===== src/rtl/pc_next_reg_pkg.sv =====
// Shared widths, reset value and FSM encoding for the PC register stage.
// Optional feature macro used by this block: PC_REDIRECT_CNT_EN.
package pc_next_reg_pkg;

    localparam int PC_W     = 32;
    localparam int OFFSET_W = 8;
    localparam int CNT_W    = 16;

    localparam logic [PC_W-1:0] PC_RESET_VAL = 32'h0;

    typedef enum logic {
        RUN  = 1'b0,
        PEND = 1'b1
    } pc_state_e;

endpackage


===== src/rtl/pc_target_calc.sv =====
// Branch/jump target: PC+4 plus the sign-extended word offset scaled to bytes.
// Purely combinational; the sum wraps modulo 2^32.
module pc_target_calc
    import pc_next_reg_pkg::*;
(
    input  logic [PC_W-1:0]     PCADDED,
    input  logic [OFFSET_W-1:0] OFFSET,
    output logic [PC_W-1:0]     TARGET
);

    logic [PC_W-1:0] byte_offset;

    assign byte_offset = {{(PC_W-OFFSET_W-2){OFFSET[OFFSET_W-1]}}, OFFSET, 2'b00};
    assign TARGET      = PCADDED + byte_offset;

endmodule


===== src/rtl/pc_next_reg.sv =====
// PC register with next-PC selection and one-deep pending redirect across stalls.
// Define PC_REDIRECT_CNT_EN to add the saturating REDIRECT_CNT output.
module pc_next_reg
    import pc_next_reg_pkg::*;
(
    input  logic                CLK,
    input  logic                RESET,
    input  logic                BUSYWAIT,
    input  logic                INSTR_VALID,
    input  logic [PC_W-1:0]     PCADDED,
    input  logic                JUMP,
    input  logic                BRANCH,
    input  logic                BNE,
    input  logic                ZERO,
    input  logic [OFFSET_W-1:0] OFFSET,
    output logic [PC_W-1:0]     PC,
    output pc_state_e           DBG_STATE
`ifdef PC_REDIRECT_CNT_EN
   ,output logic [CNT_W-1:0]    REDIRECT_CNT
`endif
);

    // Handshake: decode outputs count only when INSTR_VALID is high at an edge;
    // BUSYWAIT high means the edge is not accepted, so PC does not advance.
    pc_state_e       state;
    logic [PC_W-1:0] pc_q;
    logic [PC_W-1:0] pend_q;
    logic [PC_W-1:0] target;
    logic            taken;

    pc_target_calc u_target (
        .PCADDED (PCADDED),
        .OFFSET  (OFFSET),
        .TARGET  (target)
    );

    // JUMP and branch share one target, so priority between them is moot.
    assign taken = INSTR_VALID & (JUMP | (BRANCH & ZERO) | (BNE & ~ZERO));

    always_ff @(posedge CLK or posedge RESET) begin
        if (RESET) begin
            pc_q   <= PC_RESET_VAL;
            pend_q <= '0;
            state  <= RUN;
        end else begin
            case (state)
                RUN: begin
                    if (!BUSYWAIT) begin
                        pc_q <= taken ? target : PCADDED;
                    end else if (taken) begin
                        pend_q <= target;
                        state  <= PEND;
                    end
                end
                PEND: begin
                    // Decode is frozen while stalled, so new redirects are ignored here.
                    if (!BUSYWAIT) begin
                        pc_q  <= pend_q;
                        state <= RUN;
                    end
                end
                default: state <= RUN;
            endcase
        end
    end

    assign PC        = pc_q;
    assign DBG_STATE = state;

`ifdef PC_REDIRECT_CNT_EN
    logic             redirect_applied;
    logic [CNT_W-1:0] cnt_q;

    assign redirect_applied = !BUSYWAIT && ((state == PEND) || taken);

    always_ff @(posedge CLK or posedge RESET) begin
        if (RESET) begin
            cnt_q <= '0;
        end else if (redirect_applied && (cnt_q != {CNT_W{1'b1}})) begin
            cnt_q <= cnt_q + 1'b1;
        end
    end

    assign REDIRECT_CNT = cnt_q;
`endif

endmodule


===== config.mk =====
export PLATFORM = sky130hd
export DESIGN_NAME = pc_next_reg
export DESIGN_NICKNAME = d
export VERILOG_FILES = /design/src/rtl/pc_next_reg_pkg.sv /design/src/rtl/pc_target_calc.sv /design/src/rtl/pc_next_reg.sv
export SDC_FILE = /design/constraint.sdc
export NUM_CORES = 1
export LEC_CHECK = 0
export CORE_MARGIN = 2
export CORE_UTILIZATION = 49
export CTS_CLUSTER_SIZE = 25
export DETAILED_ROUTE_END_ITERATION = 12
export HOLD_SLACK_MARGIN = 0.02
export PLACE_DENSITY = 0.85
export SYNTH_ARGS = -nofsm -noshare
export SYNTH_HDL_FRONTEND = slang
export SYNTH_SLANG_ARGS = --single-unit

===== constraint.sdc =====
create_clock -name CLK -period 2 [get_ports CLK]
set_input_delay 0.4 -clock CLK [delete_from_list [all_inputs] [get_ports CLK]]
set_output_delay 0.4 -clock CLK [all_outputs]
set_load 0.02 [all_outputs]

# == Word level (Yosys, flattened, before mapping) ==
# Index checks and enable logic that the tools add are counted.
# word_totals
ff_bits,65
inputBits,48
out_inout_bits,33
elab_cells,23
# classes
reduce_logical,2
bitwise_logic,7
n_addsub,1
eq_ne,2
muxes,8
# op_table
operator,count
32-bit 2-to-1 mux,3
32-bit case mux with 2 select lines,1
32-bit adder,1
2-bit inequality test (second input constant),2
1-bit bitwise AND,3
1-bit 2-to-1 mux,3
3-bit AND reduction,1
1-bit inverter,2
1-bit OR,2
1-bit case mux with 2 select lines,1
2-bit AND reduction,1

# == Logic depth before layout (Yosys ltp) ==
# Gate-level depths: netlist of the first run.
# logic_depth
ltp_word,7
depth_mapped,10

# == Modules after synthesis ==
# A second synthesis of the first run with hierarchy kept.
# unflattened
hier_cells,546
hier_area_um2,4840.9
# by_module_without_submodules
module,seq_area_each_um2,area_per_inst_um2,n_inst,cells_each
pc_next_reg,1626.6,3234.4,1,319
pc_target_calc,0.0,1606.5,1,227

# == Worst setup path before layout of the first run ==
# OpenSTA, ideal clock, no wires.
# synth_timing
kind,input -> register
startpoint,in OFFSET[0]
endpoint,reg pc_q[18] (netlist: PC[18])
arrival_ps,2214
stages,10
slack_ps,-291
path_buffers,0
cell_sequence,ha_1 > inv_1 > fa_1 > nor2b_1 > o31a_1 > a31oi_4 > a41oi_1 > xnor2_1 > o311a_1 > o21ai_1
# synth_via
elab_chain_cells,4
# synth_rtl
item,line,text
from (decl),pc_next_reg.sv:15,"input logic [OFFSET_W-1:0] OFFSET,"
32-bit adder,pc_target_calc.sv:14,assign TARGET = PCADDED + byte_offset;
32-bit 2-to-1 mux,pc_next_reg.sv:49,pc_q <= taken ? target : PCADDED;
32-bit 2-to-1 mux,pc_next_reg.sv:48,if (!BUSYWAIT) begin
32-bit case mux with 2 select lines,pc_next_reg.sv:46,case (state)
to (signal assigned),pc_next_reg.sv:49,
to (signal assigned),pc_next_reg.sv:58,pc_q <= pend_q;
to (decl),pc_next_reg.sv:26,logic [PC_W-1:0] pc_q;
# Every way passes these cells. The select of a mux whose other input is x is not followed.
# A chain may end at the register's enable or synchronous reset.

# == Final worst setup path of the first run ==
# layout_timing
startpoint,in PCADDED[10]
endpoint,reg pend_q[24]
# layout_via
elab_chain_cells,1
# layout_rtl
item,line,text
from (decl),pc_next_reg.sv:10,"input logic [PC_W-1:0] PCADDED,"
32-bit adder,pc_target_calc.sv:14,
to (signal assigned),pc_next_reg.sv:51,pend_q <= target;
to (decl),pc_next_reg.sv:27,logic [PC_W-1:0] pend_q;
# Every way passes these cells.

==> qor.json, run 1 <==
{
  "route": {
    "totalWireLength_um": 21100,
    "detailroute.via_count": 6155,
    "drt_pass1_iterations": 5,
    "wire_length_per_cell_um": 22.1,
    "drtIter0Drc": 786,
    "antenna_violating_nets_post_route": 0,
    "drt-vias-per-instance": 6.46,
    "drc_errors": 0
  },
  "yosys": {
    "synth_xor_xnor_area_share_pct": 4.35,
    "synth_edf_count": 0,
    "synth_simple_gate_area_share_pct": 16.7,
    "synth_top_family_by_area": "compound AO/OA/AOI/OAI gates",
    "synth_sequential_area_ratio_pct": 33.7,
    "synth_cell_types": 60,
    "post_synthesis_adder_cell_area_fraction_pct": 7.93,
    "synth.yosys.warnings": 0,
    "async_flop_share_pct": 100,
    "synth_compound_gate_area_share_pct": 29.9,
    "net_count_synth": 671,
    "syn_inst": 593,
    "post_synth_instance_area_um2": 4830,
    "synthMuxAreaShare_pct": 2.44,
    "postSynth.topFlopCell": "dfrtp_1",
    "ys_seq_elements": 65,
    "post_synth.cell_area_avg_um2": 8.14
  },
  "clock_network": {
    "htree_num_levels": 3,
    "clk_path_buf_depth": 2,
    "cts_hold_buffers_added": 0,
    "tritoncts": "built",
    "worst_skew_pair.late_latency_ps": 370,
    "cts_made_buffers": 9,
    "worst_setup_hold_path_clk_slew_ps": 90,
    "cts_num_sinks": 65,
    "cts-root-buf": "clkbuf_8"
  },
  "grt": {
    "grt_start_max_net_pins": 33,
    "antenna_found_initial": 0,
    "grt.overflow.total": 0,
    "wire_length_of_the_first_global_routing_pass_um": 28100,
    "number_of_global_route_vias_before_repair": 5529,
    "grt_usage_pct": 34.3
  },
  "timing": {
    "fin_ws_ps": -262,
    "clock_skew_ps": 13.1,
    "hold_slack_ps": 351,
    "unrepaired_setup_endpoints_after_global_routing": "true",
    "timing.setup.tns_ps": -4060,
    "peak_clock_frequency_supported_by_timing_mhz": 442,
    "worst_margin_slew_ps": 736,
    "timing.final.crit_period_ps": 2260,
    "min_period_over_period_pct": 113,
    "finalHoldViolCount": 0,
    "finalMaxSlewViolations": 0,
    "finalSetupViolations": 33,
    "relSlewSlack_pct": 50.6
  },
  "floorplanning": {
    "floorplan.initialDensity_pct": 49.9,
    "core.rowCount": 36,
    "die_h_um": 103,
    "io_pins": 81,
    "core_area_um2": 9680,
    "die_width_um": 103,
    "die-area_um2": 10700
  },
  "worst_setup_path": {
    "setup.worst_path.start_class": "primary input",
    "worst_ep_required_time_ps": 2230,
    "ff2ff_setup_slack_ps": 190,
    "worst_ep_arrival_time_ps": 2490,
    "critPathKind": "in -> reg",
    "setup.worst_path.end_class": "flip-flop",
    "highest_fanout_seen_on_the_critical_path": 5
  },
  "finish": {
    "number_of_antenna_repair_diodes": 0,
    "flow.area_growth_from_synthesis_pct": 68.9,
    "nNetsFinal": 893,
    "post_route_cells_drive_above_1_share_pct": 41.3,
    "finalNonFillerCells": 953,
    "cell_area_after_layout_um2": 8160,
    "final_common_cell": "buf_4",
    "highest_count_cells_in_the_layout_ignoring_fill_and_taps": "buf_4, nand2_1, dfrtp_1"
  },
  "placed_design": {
    "number_of_i_o_port_buffers": 80,
    "placed_cell_area_um2": 7010,
    "place_congestion": 0.946,
    "post-dp-hpwl_um": 12800,
    "place_inst": 906
  },
  "min_path": {
    "timing.hold.worst.class": "in -> reg"
  },
  "outcome": {
    "failing_checks": "setup timing",
    "outcome": "finished, violations left"
  },
  "job": {
    "drv_cap": 0
  },
  "pwr": {
    "report.power.total_mw": 5.82,
    "leakagePower_nw": 3.49,
    "max-vdd-ir-drop_mv": 0.398,
    "power.density_cell_area_nw_per_um2": 713
  }
}
[layer usage]
layer  GRT usage [%]  share of wire (%)  vias up
met5               0                  0        -
met4            11.9                5.1        0
met3            6.59                 10      139
met2            55.5                 47      478
met1            46.2                 37     2927
li1                -                  -     2611
[synth_stat cells (11+ instances only)]
library cell / instances / area, um^2
nand3_1: 16 / 80.1
o21ai_0: 56 / 280
a21oi_1: 73 / 365
inv_1: 12 / 45.0
nand2_1: 93 / 349
nor2_1: 30 / 113
xor2_1: 11 / 96.3
dfrtp_1: 65 / 1630
a21o_1: 11 / 82.6
buf_2: 12 / 60.1
ha_1: 29 / 363
o21ai_1: 14 / 70.1
xnor2_1: 13 / 114
clkbuf_1: 26 / 97.6
[cell families (layout without fill, tap and decap cells)]
| logic type | count (synthesis) | after routing |
|---|---|---|
| DFF | 65 | 65 |
| and+or+nand+nor | 181 | 181 |
| buffers and inverters | 56 | 283 |
| muxes | 11 | 11 |
| AOI/OAI and AO/OA | 226 | 226 |
| adders and majority gates | 30 | 30 |
| xor gates and xnor gates | 24 | 24 |
[power by group]
part	switching, mW	internal, mW
Combinational	1.43	1.32
Clock	0.656	0.598
Sequential	0.193	1.61
Total	2.28	3.53
[per-stage QoR]
stage          setup WS, ps  util [%]
4_1_cts                -111      80.3
3_3_place_gp           -916      72.4
6_report               -262      84.2
5_1_grt                -317      84.2
3_5_place_dp          -1010      72.4
2_1_floorplan          -246         -
[cell type report]
type	instances	area (um^2)
clock inverters	7	81.3
multi-input cells	472	3810
clock buffers	9	124
fillers	468	1530
well taps	133	166
repair buffers	255	2300
flip-flops and latches	65	1630
inverters	12	51.3
[timing repair]
item                       in CTS  in global routing
setup endpoints to repair      51                 54
pin swaps                      83                 42
gates cloned                    1                  2
buffers inserted               20                 12
resized for setup             154                 66
[registers in the layout, indices dropped and copies added (netlist names)]
register	flops
DBG_STATE	1
PC	32
pend_q	32
[final timing paths]
path                                  start         end  cells after the start
worst max-delay path            PCADDED[10]  pend_q[24]                     10
min in group asynchronous             RESET      PC[20]                      2
worst min-delay path               BUSYWAIT   DBG_STATE                      2
max in group asynchronous             RESET      PC[17]                      3
worst min register to register        PC[0]       PC[0]                      2
worst max register to register    DBG_STATE  pend_q[27]                      7
[worst max-delay path: stages]
cell and delay [ps]:
dlygate4sd2_1 280, ha_4 270, buf_4 160, nand4_1 80
or3_1 130, a211oi_2 40, or3_4 410, a221oi_2 300
xor2_1 270, o21ai_1 140
(Power assumes the default switching activity.)
==> run 2, diff against run 1 <==
--- a/config.mk
+++ b/config.mk
@@ -10,7 +10,7 @@
 export CTS_CLUSTER_SIZE = 25
 export DETAILED_ROUTE_END_ITERATION = 12
 export HOLD_SLACK_MARGIN = 0.02
-export PLACE_DENSITY = 0.85
+export PLACE_DENSITY_LB_ADDON = 0.15
 export SYNTH_ARGS = -nofsm -noshare
 export SYNTH_HDL_FRONTEND = slang
 export SYNTH_SLANG_ARGS = --single-unit
==> run 2 against run 1 <==
  * The flow still finishes with violations (setup timing)
  * Wire length shrank 7.8%
  * Highest routed layer unchanged
  * Sequential power is essentially flat
  * Sequential cell count is the same
  * Die area is the same
  * Critical endpoint is now PC[18]
  * Clock skew is essentially flat
==> qor.json, run 2 (same netlist as run 1, synthesis figures left out) <==
{
  "floorplanning": {
    "die-area_um2": 10700,
    "die_h_um": 103,
    "die_width_um": 103,
    "io_pins": 81,
    "core.rowCount": 36,
    "floorplan.initialDensity_pct": 49.9,
    "core_area_um2": 9680
  },
  "placed_design": {
    "placed_cell_area_um2": 6910,
    "place_congestion": 0.945,
    "post-dp-hpwl_um": 12100,
    "number_of_i_o_port_buffers": 80
  },
  "worst_setup_path": {
    "crit-reg2reg-capture": "PC[24]",
    "crit_cells": 11,
    "reg2reg_depth": 6,
    "crit_family": "compound AO/OA/AOI/OAI gates",
    "worst_ep_required_time_ps": 2290,
    "critical-path-slowest-cell": "a211oi_1",
    "endpoint": "PC[18]",
    "count_of_buffering_cells_on_the_critical_path_with_inverters_included": 3,
    "worst_r2r_startpoint": "DBG_STATE",
    "crit_path_frequent_cell": "buf_12",
    "critPathKind": "in -> reg",
    "worst_ep_arrival_time_ps": 2620,
    "setup.worst_path.start_class": "primary input",
    "setup.worst_path.end_class": "flip-flop",
    "slowest_delay_ps": 360,
    "highest_fanout_seen_on_the_critical_path": 6,
    "startpoint": "OFFSET[7]",
    "worstPathCellList": "buf_12, buf_12, ha_4, buf_4, nand4_1, a211oi_1, nor2b_1, a41oi_2, xnor2_1, o311a_1, o21ai_2",
    "ff2ff_setup_slack_ps": 340
  },
  "grt": {
    "grt_start_max_net_pins": 37,
    "antenna_found_initial": 0,
    "wire_length_of_the_first_global_routing_pass_um": 27300,
    "number_of_global_route_vias_before_repair": 5441,
    "grt_usage_pct": 33.4,
    "grt.overflow.total": 0
  },
  "route": {
    "drt-vias-per-instance": 6.24,
    "drc_errors": 0,
    "drt_pass1_iterations": 7,
    "totalWireLength_um": 19400,
    "drtIter0Drc": 527,
    "antenna_violating_nets_post_route": 0,
    "detailroute.via_count": 5859,
    "wire_length_per_cell_um": 20.7
  },
  "pwr": {
    "max-vdd-ir-drop_mv": 0.455,
    "pwr-share-comb_pct": 47.2,
    "sequentialPowerShare_pct": 32.1,
    "p_switching_mw": 2.11,
    "internal_power_mw": 3.47,
    "sw_frac_of_total_pct": 37.8,
    "power.density_cell_area_nw_per_um2": 698,
    "leakagePower_nw": 3.40,
    "pwr-share-clk_pct": 20.7
  },
  "outcome": {
    "outcome": "finished, violations left",
    "failing_checks": "setup timing"
  },
  "finish": {
    "finish.utilization_pct": 82.6,
    "number_of_antenna_repair_diodes": 0,
    "nNetsFinal": 879,
    "cell_area_after_layout_um2": 8000,
    "final_common_cell": "buf_4",
    "post_route_cells_drive_above_1_share_pct": 39.1,
    "flow.area_growth_from_synthesis_pct": 65.6,
    "highest_count_cells_in_the_layout_ignoring_fill_and_taps": "buf_4, nand2_1, dfrtp_1"
  },
  "timing": {
    "finalHoldViolCount": 0,
    "peak_clock_frequency_supported_by_timing_mhz": 428,
    "relSlewSlack_pct": 63.2,
    "clock_skew_ps": 12.8,
    "finalMaxSlewViolations": 0,
    "min_period_over_period_pct": 117,
    "unrepaired_setup_endpoints_after_global_routing": "true",
    "fin_ws_ps": -334,
    "worst_margin_slew_ps": 549,
    "finalSetupViolations": 37,
    "timing.final.crit_period_ps": 2330
  },
  "clock_network": {
    "htree_num_levels": 3,
    "tritoncts": "built",
    "clk_path_buf_depth": 2,
    "cts-root-buf": "clkbuf_8",
    "worst_setup_hold_path_clk_slew_ps": 90,
    "worst_skew_pair.late_latency_ps": 370,
    "cts_hold_buffers_added": 0,
    "cts_num_sinks": 65,
    "cts_made_buffers": 9
  },
  "min_path": {
    "timing.hold.worst.class": "in -> async"
  },
  "job": {
    "drv_cap": 0
  }
}
## run 2: how the worst min path moves through the flow
| stage | slack, ps | startpoint | cells after the start | end |
|---|---|---|---|---|
| 2_1_floorplan | 440 | pend_q[20] | 2 | pend_q[20] |
| 6_report | 370 | RESET | 2 | PC[28] |
| 4_1_cts | 380 | RESET | 2 | PC[26] |
| 5_1_grt | 400 | OFFSET[0] | 3 | pend_q[2] |
| 3_5_place_dp | 470 | pend_q[20] | 2 | pend_q[20] |
| 3_3_place_gp | 460 | pend_q[7] | 2 | pend_q[7] |
## run 2: power by group through the flow
stage | sequential [mW] | combinational, mW | clock (mW)
after global placement | 1.79 | 2.09 | 0
after CTS | 1.78 | 2.36 | 1.15
final | 1.79 | 2.63 | 1.16
after floorplan | 1.91 | 1.08 | 0
after global routing | 1.82 | 2.80 | 1.21
after detailed placement | 1.80 | 2.15 | 0
## run 2: layout make-up
cell class | instances | area [um^2]
sequential | 65 | 1630
timing repair buffer | 241 | 2160
clock inverter | 6 | 68.8
clock buffer | 10 | 128
tap | 133 | 166
multi-input combinational | 472 | 3800
fill | 573 | 1690
inverter | 12 | 48.8
## run 2: per-layer routing
| metal | track usage (%) | share of wire [%] | up-vias |
|---|---|---|---|
| met4 | 12.8 | 4.3 | 0 |
| li1 | - | - | 2587 |
| met2 | 54.3 | 47 | 393 |
| met5 | 0 | 0 | - |
| met1 | 45.8 | 40 | 2784 |
| met3 | 3.97 | 9.0 | 95 |
## run 2: worst reg2reg max path, delay by kind of cell, from the launching register on
family                 cells  cell delay, ps
buffers and inverters      2             410
flip-flops                 1             500
AO/OA/AOI/OAI              4             660
## run 2: per-stage QoR
step | TNS (ps) | setup slack (ps) | instances | hold WS, ps | power [mW]
6_report | -6420 | -334 | 939 | 367 | 5.58
3_5_place_dp | -44010 | -1010 | 893 | 467 | 3.95
4_1_cts | -2840 | -178 | 925 | 382 | 5.29
5_1_grt | -8570 | -374 | 939 | 400 | 5.82
3_3_place_gp | -40640 | -963 | 893 | 457 | 3.88
2_1_floorplan | -3030 | -246 | 593 | 445 | 2.99
## run 2: what timing repair did
| item | in CTS | in global routing |
|---|---|---|
| buffers inserted | 16 | 15 |
| setup endpoints to repair | 50 | 56 |
| gates resized for setup | 154 | 49 |
| cloned | 1 | 1 |
| pin swaps | 77 | 52 |
